File: config.mk
export PLATFORM = sky130hd
export DESIGN_NAME = layer_sequencer_flat
export DESIGN_NICKNAME = d
export VERILOG_FILES = /design/src/rtl/layer_sequencer_pkg.sv /design/src/rtl/layer_sequencer_if.sv /design/src/rtl/layer_sequencer_element_index_counter.sv /design/src/rtl/layer_sequencer.sv /design/src/flat_wrapper.sv
export SDC_FILE = /design/constraint.sdc
export NUM_CORES = 1
export LEC_CHECK = 0
export CORE_ASPECT_RATIO = 1.2
export CORE_MARGIN = 10
export CORE_UTILIZATION = 48
export DETAILED_ROUTE_END_ITERATION = 12
export GPL_TIMING_DRIVEN = 1
export HOLD_SLACK_MARGIN = 0.05
export PLACE_DENSITY = 0.79
export SLEW_MARGIN = 20
export SYNTH_ARGS = -nofsm -noshare
export SYNTH_HDL_FRONTEND = slang
export SYNTH_SLANG_ARGS = --single-unit
File: constraint.sdc
create_clock -name clock -period 2.5 [get_ports clock]
set_input_delay 0.5 -clock clock [delete_from_list [all_inputs] [get_ports clock]]
set_output_delay 0.5 -clock clock [all_outputs]
set_load 0.005 [all_outputs]
File: src/rtl/layer_sequencer_pkg.sv
// -----------------------------------------------------------------------------
// layer_pkg
// Shared constants, FSM state type and address-width helper for the
// fully-connected layer sequencer.
// Optional feature macro: LAYER_SEQUENCER_BIAS_EN (adds the BIAS state and
// widens the weight address space to cover one bias word per neuron).
// -----------------------------------------------------------------------------
package layer_pkg;

    localparam int unsigned ELEMENTS_PER_VECTOR = 9;
    localparam int unsigned ROW_END_0           = 2;
    localparam int unsigned ROW_END_1           = 5;
    localparam int unsigned IDX_W               = 4;

`ifdef LAYER_SEQUENCER_BIAS_EN
    typedef enum logic [2:0] {
        S_IDLE,
        S_LOAD,
        S_ACCUM,
        S_BIAS,
        S_EMIT,
        S_DONE
    } layer_state_t;
`else
    typedef enum logic [2:0] {
        S_IDLE,
        S_LOAD,
        S_ACCUM,
        S_EMIT,
        S_DONE
    } layer_state_t;
`endif

    // Weight memory holds NUM_NEURONS*9 weights, plus NUM_NEURONS bias words
    // appended after them when the bias feature is built in.
    function automatic int unsigned waddr_width(input int unsigned num_neurons);
`ifdef LAYER_SEQUENCER_BIAS_EN
        return $clog2(num_neurons * 10);
`else
        return $clog2(num_neurons * ELEMENTS_PER_VECTOR);
`endif
    endfunction

endpackage

File: src/rtl/layer_sequencer_if.sv
// -----------------------------------------------------------------------------
// layer_sequencer_if
// Datapath-side bundle between the layer sequencer (master) and the MAC,
// weight memory, input buffer and result consumer (slave).
//   acc_clear     zero the accumulator
//   mac_en        accumulate this cycle's product
//   input_addr    element index 0..8
//   weight_addr   neuron_index*9 + element (or bias word address)
//   neuron_index  current neuron
//   new_row       kernel row boundary during MAC cycles
//   result_valid  accumulator holds a final dot product
//   result_ready  consumer accepts the current result (slave -> master)
//   bias_en       add bias this cycle (only with LAYER_SEQUENCER_BIAS_EN)
// -----------------------------------------------------------------------------
interface layer_sequencer_if #(
    parameter int unsigned WADDR_W = 6
) ();
    logic               acc_clear;
    logic               mac_en;
    logic [3:0]         input_addr;
    logic [WADDR_W-1:0] weight_addr;
    logic [3:0]         neuron_index;
    logic               new_row;
    logic               result_valid;
    logic               result_ready;
    logic               bias_en;

    modport master (
        output acc_clear,
        output mac_en,
        output input_addr,
        output weight_addr,
        output neuron_index,
        output new_row,
        output result_valid,
        output bias_en,
        input  result_ready
    );

    modport slave (
        input  acc_clear,
        input  mac_en,
        input  input_addr,
        input  weight_addr,
        input  neuron_index,
        input  new_row,
        input  result_valid,
        input  bias_en,
        output result_ready
    );
endinterface

File: src/rtl/layer_sequencer_element_index_counter.sv
// -----------------------------------------------------------------------------
// element_index_counter
// Steps the 3x3 kernel element index while the sequencer is accumulating and
// flags the row boundaries after elements 2 and 5.
//   clock    rising-edge clock
//   clr      synchronous clear (layer reset or LOAD)
//   en       advance the index; also gates new_row
//   idx      current element index (registered)
//   new_row  high while en and idx is a row-end element
// -----------------------------------------------------------------------------
module element_index_counter
    import layer_pkg::*;
(
    input  logic             clock,
    input  logic             clr,
    input  logic             en,
    output logic [IDX_W-1:0] idx,
    output logic             new_row
);

    logic [IDX_W-1:0] idx_q;
    logic [IDX_W-1:0] idx_d;

    always_comb begin
        idx_d = idx_q;
        if (en) begin
            idx_d = idx_q + IDX_W'(1);
        end
    end

    always_ff @(posedge clock) begin
        if (clr) begin
            idx_q <= '0;
        end else begin
            idx_q <= idx_d;
        end
    end

    assign idx     = idx_q;
    assign new_row = en && ((idx_q == IDX_W'(ROW_END_0)) || (idx_q == IDX_W'(ROW_END_1)));

endmodule

File: src/rtl/layer_sequencer.sv
// -----------------------------------------------------------------------------
// layer_sequencer
// Sequences one fully-connected layer over the shared MAC datapath: per neuron
// it clears the accumulator, walks the 9 kernel elements driving weight/input
// addresses, then holds the finished dot product until the consumer accepts it.
// Optional feature macro: LAYER_SEQUENCER_BIAS_EN inserts a one-cycle BIAS
// state between ACCUM and EMIT that addresses the neuron's bias word.
//   clock   rising-edge clock
//   clear   synchronous active-high reset
//   start   begin layer (sampled only in IDLE)
//   busy    high in every state except IDLE
//   done    one-cycle pulse at end of layer
//   bus     layer_sequencer_if.master (MAC / memory / result handshake)
// All outputs decode registered state only; no input-to-output path.
// -----------------------------------------------------------------------------
module layer_sequencer
    import layer_pkg::*;
#(
    parameter int unsigned NUM_NEURONS = 4,
    parameter int unsigned WADDR_W     = waddr_width(NUM_NEURONS)
) (
    input  logic              clock,
    input  logic              clear,
    input  logic              start,
    output logic              busy,
    output logic              done,
    layer_sequencer_if.master bus
);

    localparam logic [3:0]       LAST_NEURON  = 4'(NUM_NEURONS - 1);
    localparam logic [IDX_W-1:0] LAST_ELEMENT = IDX_W'(ELEMENTS_PER_VECTOR - 1);
`ifdef LAYER_SEQUENCER_BIAS_EN
    localparam logic [WADDR_W-1:0] BIAS_BASE  = WADDR_W'(NUM_NEURONS * ELEMENTS_PER_VECTOR);
`endif

    layer_state_t state_q;
    layer_state_t state_d;
    logic [3:0]   neuron_q;
    logic [3:0]   neuron_d;

    logic [IDX_W-1:0]   elem_idx;
    logic               elem_new_row;
    logic               in_load;
    logic               in_accum;
    logic [WADDR_W-1:0] neuron_base;

    logic               busy_o;
    logic               done_o;
    logic               acc_clear_o;
    logic               mac_en_o;
    logic [3:0]         input_addr_o;
    logic [WADDR_W-1:0] weight_addr_o;
    logic               result_valid_o;
    logic               bias_en_o;

    assign in_load  = (state_q == S_LOAD);
    assign in_accum = (state_q == S_ACCUM);

    element_index_counter u_elem_cnt (
        .clock   (clock),
        .clr     (clear | in_load),
        .en      (in_accum),
        .idx     (elem_idx),
        .new_row (elem_new_row)
    );

    // neuron_index * 9 as (n << 3) + n
    assign neuron_base = (WADDR_W'(neuron_q) << 3) + WADDR_W'(neuron_q);

    // State register
    always_ff @(posedge clock) begin
        if (clear) begin
            state_q  <= S_IDLE;
            neuron_q <= '0;
        end else begin
            state_q  <= state_d;
            neuron_q <= neuron_d;
        end
    end

    // Next-state logic
    always_comb begin
        state_d  = state_q;
        neuron_d = neuron_q;
        case (state_q)
            S_IDLE: begin
                if (start) begin
                    state_d  = S_LOAD;
                    neuron_d = '0;
                end
            end
            S_LOAD: begin
                state_d = S_ACCUM;
            end
            S_ACCUM: begin
                if (elem_idx == LAST_ELEMENT) begin
`ifdef LAYER_SEQUENCER_BIAS_EN
                    state_d = S_BIAS;
`else
                    state_d = S_EMIT;
`endif
                end
            end
`ifdef LAYER_SEQUENCER_BIAS_EN
            S_BIAS: begin
                state_d = S_EMIT;
            end
`endif
            S_EMIT: begin
                if (bus.result_ready) begin
                    if (neuron_q == LAST_NEURON) begin
                        state_d = S_DONE;
                    end else begin
                        state_d  = S_LOAD;
                        neuron_d = neuron_q + 4'd1;
                    end
                end
            end
            S_DONE: begin
                state_d  = S_IDLE;
                neuron_d = '0;
            end
            default: begin
                state_d  = S_IDLE;
                neuron_d = '0;
            end
        endcase
    end

    // Output decode
    always_comb begin
        busy_o         = (state_q != S_IDLE);
        done_o         = (state_q == S_DONE);
        acc_clear_o    = in_load;
        mac_en_o       = in_accum;
        result_valid_o = (state_q == S_EMIT);
        bias_en_o      = 1'b0;
        input_addr_o   = '0;
        weight_addr_o  = '0;
        if (in_accum) begin
            input_addr_o  = elem_idx;
            weight_addr_o = neuron_base + WADDR_W'(elem_idx);
        end
`ifdef LAYER_SEQUENCER_BIAS_EN
        if (state_q == S_BIAS) begin
            bias_en_o     = 1'b1;
            weight_addr_o = BIAS_BASE + WADDR_W'(neuron_q);
        end
`endif
    end

    assign busy             = busy_o;
    assign done             = done_o;
    assign bus.acc_clear    = acc_clear_o;
    assign bus.mac_en       = mac_en_o;
    assign bus.input_addr   = input_addr_o;
    assign bus.weight_addr  = weight_addr_o;
    assign bus.neuron_index = neuron_q;
    assign bus.new_row      = elem_new_row;
    assign bus.result_valid = result_valid_o;
    assign bus.bias_en      = bias_en_o;

endmodule

File: src/flat_wrapper.sv
// flat-port wrapper written by rule: the top's interface ports become plain ports
module layer_sequencer_flat import layer_pkg::*;
#(
    parameter int unsigned NUM_NEURONS = 4,
    parameter int unsigned WADDR_W     = waddr_width(NUM_NEURONS)
)
  (clock, clear, start, busy, done, bus_acc_clear, bus_mac_en, bus_input_addr, bus_weight_addr, bus_neuron_index, bus_new_row, bus_result_valid, bus_bias_en, bus_result_ready);
  layer_sequencer_if #(.WADDR_W(WADDR_W)) bus_i ();
  input  logic clock;
  input  logic clear;
  input  logic start;
  output logic busy;
  output logic done;
  output wire logic [$bits(bus_i.acc_clear)-1:0] bus_acc_clear;
  output wire logic [$bits(bus_i.mac_en)-1:0] bus_mac_en;
  output wire logic [$bits(bus_i.input_addr)-1:0] bus_input_addr;
  output wire logic [$bits(bus_i.weight_addr)-1:0] bus_weight_addr;
  output wire logic [$bits(bus_i.neuron_index)-1:0] bus_neuron_index;
  output wire logic [$bits(bus_i.new_row)-1:0] bus_new_row;
  output wire logic [$bits(bus_i.result_valid)-1:0] bus_result_valid;
  output wire logic [$bits(bus_i.bias_en)-1:0] bus_bias_en;
  input wire logic [$bits(bus_i.result_ready)-1:0] bus_result_ready;
  assign bus_acc_clear = bus_i.acc_clear;
  assign bus_mac_en = bus_i.mac_en;
  assign bus_input_addr = bus_i.input_addr;
  assign bus_weight_addr = bus_i.weight_addr;
  assign bus_neuron_index = bus_i.neuron_index;
  assign bus_new_row = bus_i.new_row;
  assign bus_result_valid = bus_i.result_valid;
  assign bus_bias_en = bus_i.bias_en;
  assign bus_i.result_ready = bus_result_ready;
  layer_sequencer #(.NUM_NEURONS(NUM_NEURONS), .WADDR_W(WADDR_W)) u_core (.clock(clock), .clear(clear), .start(start), .busy(busy), .done(done), .bus(bus_i));
endmodule
### Word-level counts from Yosys, hierarchy flattened

Index checks and enable logic that the tools add are counted.

| word-level totals | value |
|---|---|
| logic and storage cells | 39 |
| flip-flop bits (word level) | 11 |
| input port bits | 4 |

| cells by class | value |
|---|---|
| mux-type cells | 11 |
| bitwise gates (word level) | 2 |
| eq/ne operators | 12 |
| reduce and logical (&&, ||, !) cells | 7 |
| add/sub/neg operators | 4 |

Operators with widths:

| operator | number |
|---|---|
| $mux W4 | 4 |
| $add A6 B4 Y6 | 2 |
| $mux W3 | 4 |
| $pmux W3 S4 | 1 |
| $pmux W4 S3 | 1 |
| $add A4 B1 Y4 const B | 2 |
| $eq A4 B2 Y1 const B | 2 |
| $eq A3 B2 Y1 const B | 2 |
| $mux W6 | 1 |
| $eq A4 B3 Y1 const B | 1 |
| $eq A4 B4 Y1 const B | 1 |
| $ne A2 B1 Y1 const B | 2 |
| $ne A2 B2 Y1 const B | 2 |
| $reduce_and A4 Y1 | 1 |
| $eq A3 B1 Y1 const B | 1 |
| $eq A3 B3 Y1 const B | 1 |
| $logic_not A3 Y1 | 1 |
| $reduce_and A3 Y1 | 1 |
| $reduce_bool A3 Y1 | 1 |
| $reduce_or A2 Y1 | 1 |
| $logic_and A1 B1 Y1 | 1 |
| $logic_or A1 B1 Y1 | 1 |
| $not A1 Y1 | 1 |
| $or A1 B1 Y1 | 1 |

### Logic depth before layout (Yosys ltp)

| logic depth | value |
|---|---|
| word-level depth | 4 |
| gate-level depth with buffers | 7 |
| mapped depth without buffers | 7 |

### Cells and area by module

Synthesis repeated with hierarchy kept, for this count alone.

| unflattened totals | value |
|---|---|
| cells, all modules | 107 |
| area total of the unflattened synthesis | 958.4 um2 |

By module, submodules not included:

| module | sequential area each (um2) | area each (um2) | cells an instance | times used |
|---|---|---|---|---|
| layer_sequencer | 140.1 | 726.9 | 84 | 1 |
| element_index_counter | 80.1 | 231.5 | 23 | 1 |

### Worst setup path before layout

Ideal clock, no wire load.

| path | value |
|---|---|
| kind | flip-flop to output port |
| start | register u_core.neuron_q[0] (netlist: u_core.bus.neuron_index[0]) |
| end | output port bus_weight_addr[5] |
| path buffers | 0 |
| data arrival time | 1911 ps |
| stages on the path, launching flop included | 8 |
| path slack | 89 ps |
| cell sequence | dfxtp_1 > inv_1 > fa_1 > inv_1 > ha_1 > a21o_1 > a21oi_1 > mux2i_1 |

| between the ends | value |
|---|---|
| cells in the longest elaborated chain, start to end | 3 |

Ends and longest elaborated chain:

| element | line | RTL |
|---|---|---|
| start: declaration | layer_sequencer.sv:38 | `logic [3:0] neuron_q;` |
| start signal: assignment | layer_sequencer.sv:77 | `neuron_q <= neuron_d;` |
| $add A6 B4 Y6 | layer_sequencer.sv:68 | `assign neuron_base = (WADDR_W'(neuron_q) << 3) + WADDR_W'(neuron_q);` |
| $add A6 B4 Y6 | layer_sequencer.sv:142 | `weight_addr_o = neuron_base + WADDR_W'(elem_idx);` |
| $mux W6 | layer_sequencer.sv:140 | `if (in_accum) begin` |
| end: declaration | flat_wrapper.sv:17 | `output wire logic [$bits(bus_i.weight_addr)-1:0] bus_weight_addr;` |

Every way passes these cells.

### Worst setup path in the final report

| path | value |
|---|---|
| start | register u_core.neuron_q[3] (netlist: u_core.bus.neuron_index[3]) |
| end | output port bus_weight_addr[5] |

The elaborated chain is that of the path after synthesis.

==> impl_metrics.py <==
metrics = {
    "sta": {
        "drv_slew": 0,
        "finalClockSkew_ns": 0.009189,
        "fin_ws_ns": -0.05486,
        "rsz0062_at_grt": "yes",
        "hold_viol": 0,
        "max_freq_mhz": 391.4,
        "fin_crit_sh": 1.022,
        "min_period_ns": 2.555,
        "final-setup-viol-count": 2,
    },
    "flow_run": {
        "cap_violations": 0,
    },
    "worst_setup_path": {
        "endpoint_kind": "primary output",
        "crit_path_max_fanout": 2,
        "worst-setup-path-type": "flip-flop to primary output",
        "cp_common_cell": "inv_2",
        "worstSetupStartpointType": "flip-flop",
        "max_stage_delay_ns": 0.54,
        "cp_cell_sequence": "inv_2 -> fa_1 -> inv_2 -> ha_4 -> a21o_1 -> a21oi_2 -> mux2i_1 -> buf_2",
        "required_ns": 2.00,
        "crit_arrival_ns": 2.05,
        "worst_path_max_delay_cell": "fa_1",
    },
    "power_and_ir_drop": {
        "vdd_ir_drop_max_v": 0.0003405,
        "p_leak_nw": 0.6503,
        "p_total_uw": 458.8,
        "pwr_density_cell_nw_per_um2": 324.8,
    },
    "cells_and_area": {
        "nNetsFinal": 167,
        "antennaDiodeCount": 0,
        "drive_above_1_share": 0.3108,
        "final_common_cell": "clkdlybuf4s50_1",
        "final_cell_mix": "19 x clkdlybuf4s50_1, 12 x buf_4, 8 x inv_1, 8 x ha_1",
        "synthToLayoutAreaGrowth_pct": 46.24,
        "fin_cells": 167,
    },
    "synth": {
        "synth_area_um2": 965.9,
        "ys_types": 41,
        "ys_seq_area_frac": 0.2280,
        "synth.avg_cell_area_um2": 8.862,
        "syn_inst": 109,
        "yosys_warnings": 0,
        "synth_top_area_share": 0.2280,
        "yosysTopAreaCell": "dfxtp_1",
        "ys_ff_latch": 11,
        "synth_nets": 127,
        "synth_area_leaders": "dfxtp_1 23%, ha_1 16%, and2_1 4.5%",
    },
    "grt": {
        "grt_usage": 0.1198,
        "grt_pass1_wl_um": 4140,
        "grt-ovfl-total": 0,
        "grt_antenna_before_repair": 0,
        "grt_pass1_vias": 894,
        "grt_start_max_net_pins": 16,
    },
    "drt": {
        "routed_wirelength_um": 2458,
        "wire_per_inst_um": 14.72,
        "vias_per_cell": 5.449,
        "final_antenna_net_count": 0,
        "vias": 910,
        "drtIter0Drc": 21,
        "firstDrtPassIters": 4,
        "drc": 0,
    },
    "outcome": {
        "failed_checks": "setup timing",
        "status": "complete, but fails checks",
    },
    "floorplanning": {
        "io_pins": 25,
        "fp-row-count": 17,
        "dieWidth_um": 60.95,
        "dieArea_um2": 4214,
        "die_h_um": 69.14,
        "coreArea_um2": 1872,
        "start_util": 0.5160,
    },
    "worst_hold_path": {
        "hold_class": "flip-flop to flip-flop",
    },
    "placed_design": {
        "place_hpwl_um": 1945,
        "placed_cells": 162,
        "io_buffers": 23,
        "post-place-ws_ns": -0.3212,
        "routabilityCongestion": 0.7949,
    },
    "clock_tree": {
        "root_buffer": "clkbuf_4",
        "clkTransAtPathRegs_ns": 0.07,
        "htree_levels": 1,
        "cts_tree": "yes",
        "cts_buffers": 3,
        "clk_latency_ns": 0.28,
        "cts_hold_buffers": 0,
        "cts_num_sinks": 11,
        "cts_buffer_depth": 2,
    },
}
[synth_stat cells]
| master | instances |
|---|---|
| buf_4 | 1 |
| a21o_1 | 2 |
| o21ai_0 | 2 |
| or3b_2 | 1 |
| o211ai_1 | 2 |
| nand3b_1 | 1 |
| a31oi_1 | 1 |
| nand2_1 | 4 |
| nand3_1 | 2 |
| xor2_1 | 1 |
| nand4bb_1 | 1 |
| mux2_2 | 1 |
| nand4_1 | 3 |
| buf_6 | 2 |
| dfxtp_1 | 11 |
| nor2_1 | 5 |
| conb_1 | 1 |
| o311ai_0 | 1 |
| and2_1 | 7 |
| nor2b_1 | 1 |
| nor3b_1 | 1 |
| or3b_1 | 1 |
| o21bai_1 | 1 |
| or3_1 | 2 |
| nand2b_1 | 2 |
| o211a_1 | 1 |
| inv_1 | 11 |
| xnor2_1 | 2 |
| ha_1 | 12 |
| fa_1 | 2 |
| a21oi_1 | 8 |
| mux2i_1 | 3 |
| nor3_1 | 1 |
| o2111ai_1 | 1 |
| and4bb_2 | 2 |
| buf_2 | 2 |
| a31o_2 | 1 |
| and3_1 | 2 |
| nor3b_4 | 1 |
| and4bb_1 | 1 |
| and3b_1 | 2 |
[final timing paths]
kind,to,from,slack [ns],depth (start not counted)
worst max register to register,u_core.bus.neuron_index[2],u_core.bus.neuron_index[0],0.93,6
worst min register to register,u_core.bus.neuron_index[3],u_core.bus.neuron_index[3],0.63,3
worst max-delay path,bus_weight_addr[5],u_core.bus.neuron_index[3],-0.05,8
worst min-delay path,u_core.bus.neuron_index[3],u_core.bus.neuron_index[3],0.63,3
[stage by stage]
| step | hold slack [ns] | utilization | setup TNS [ns] | cell area [um2] |
|---|---|---|---|---|
| 4_1_cts | 0.6349 | 0.7473 | -0.1138 | 1399 |
| 5_1_grt | 0.6789 | 0.7547 | -0.3202 | 1413 |
| 3_3_place_gp | 0.6077 | 0.6945 | -0.6499 | 1300 |
| 3_5_place_dp | 0.6154 | 0.6945 | -0.7750 | 1300 |
| 2_1_floorplan | 0.5389 | - | 0 | 965.9 |
| 6_report | 0.6279 | 0.7547 | -0.06121 | 1413 |
[cells by family after synthesis]
group	share of synthesized area
AND/OR/NAND/NOR	0.2824
AO/OA/AOI/OAI	0.1347
buffers and inverters	0.08420
adder cells (fa/ha/maj)	0.1969
flip-flops	0.2280
multiplexers	0.04275
XOR/XNOR	0.02721
other	0.003882
[what timing repair did]
action | in CTS | in global routing
endpoints found under the hold margin | 0 | 0
setup buffers | 1 | 0
gates resized for setup | 33 | 5
endpoints found under the setup margin | 4 | 9
pin swaps | 8 | 3
[cell type report]
type                            count  area (um2)
Fill cell                         141       459.2
Multi-Input combinational cell     82       732.0
Tap cell                           19       23.77
Timing Repair Buffer               40       360.3
Sequential cell                    11       229.0
Inverter                           11       41.29
Clock buffer                        4       26.28
[critical path, delay by kind of cell (launching register included)]
kind	cells	cell delay (ns)
adder cells (fa/ha/maj)	2	0.75
multiplexers	1	0.19
buffers and inverters	3	0.22
AO/OA/AOI/OAI	2	0.28
flip-flops	1	0.33
[layer usage]
metal / wire (um) / GRT usage / vias up
li1: - / - / 462
met2: 1218 / 0.1955 / 27
met4: 23 / 0.04380 / 0
met3: 214 / 0.03656 / 4
met1: 1002 / 0.1387 / 417
met5: 0 / 0 / -
[state kept, by name, indices dropped and copies added, names as in the netlist]
register and count:
u_core.bus.neuron_index 4, u_core.state_q 3, u_core.u_elem_cnt.idx 4
[power by group]
| group | switching, mW | total, mW | internal (mW) |
|---|---|---|---|
| clock network | 0.0684 | 0.130 | 0.0620 |
| registers | 0.00763 | 0.192 | 0.184 |
| logic | 0.0659 | 0.137 | 0.0707 |
(Power assumes the default switching activity.)
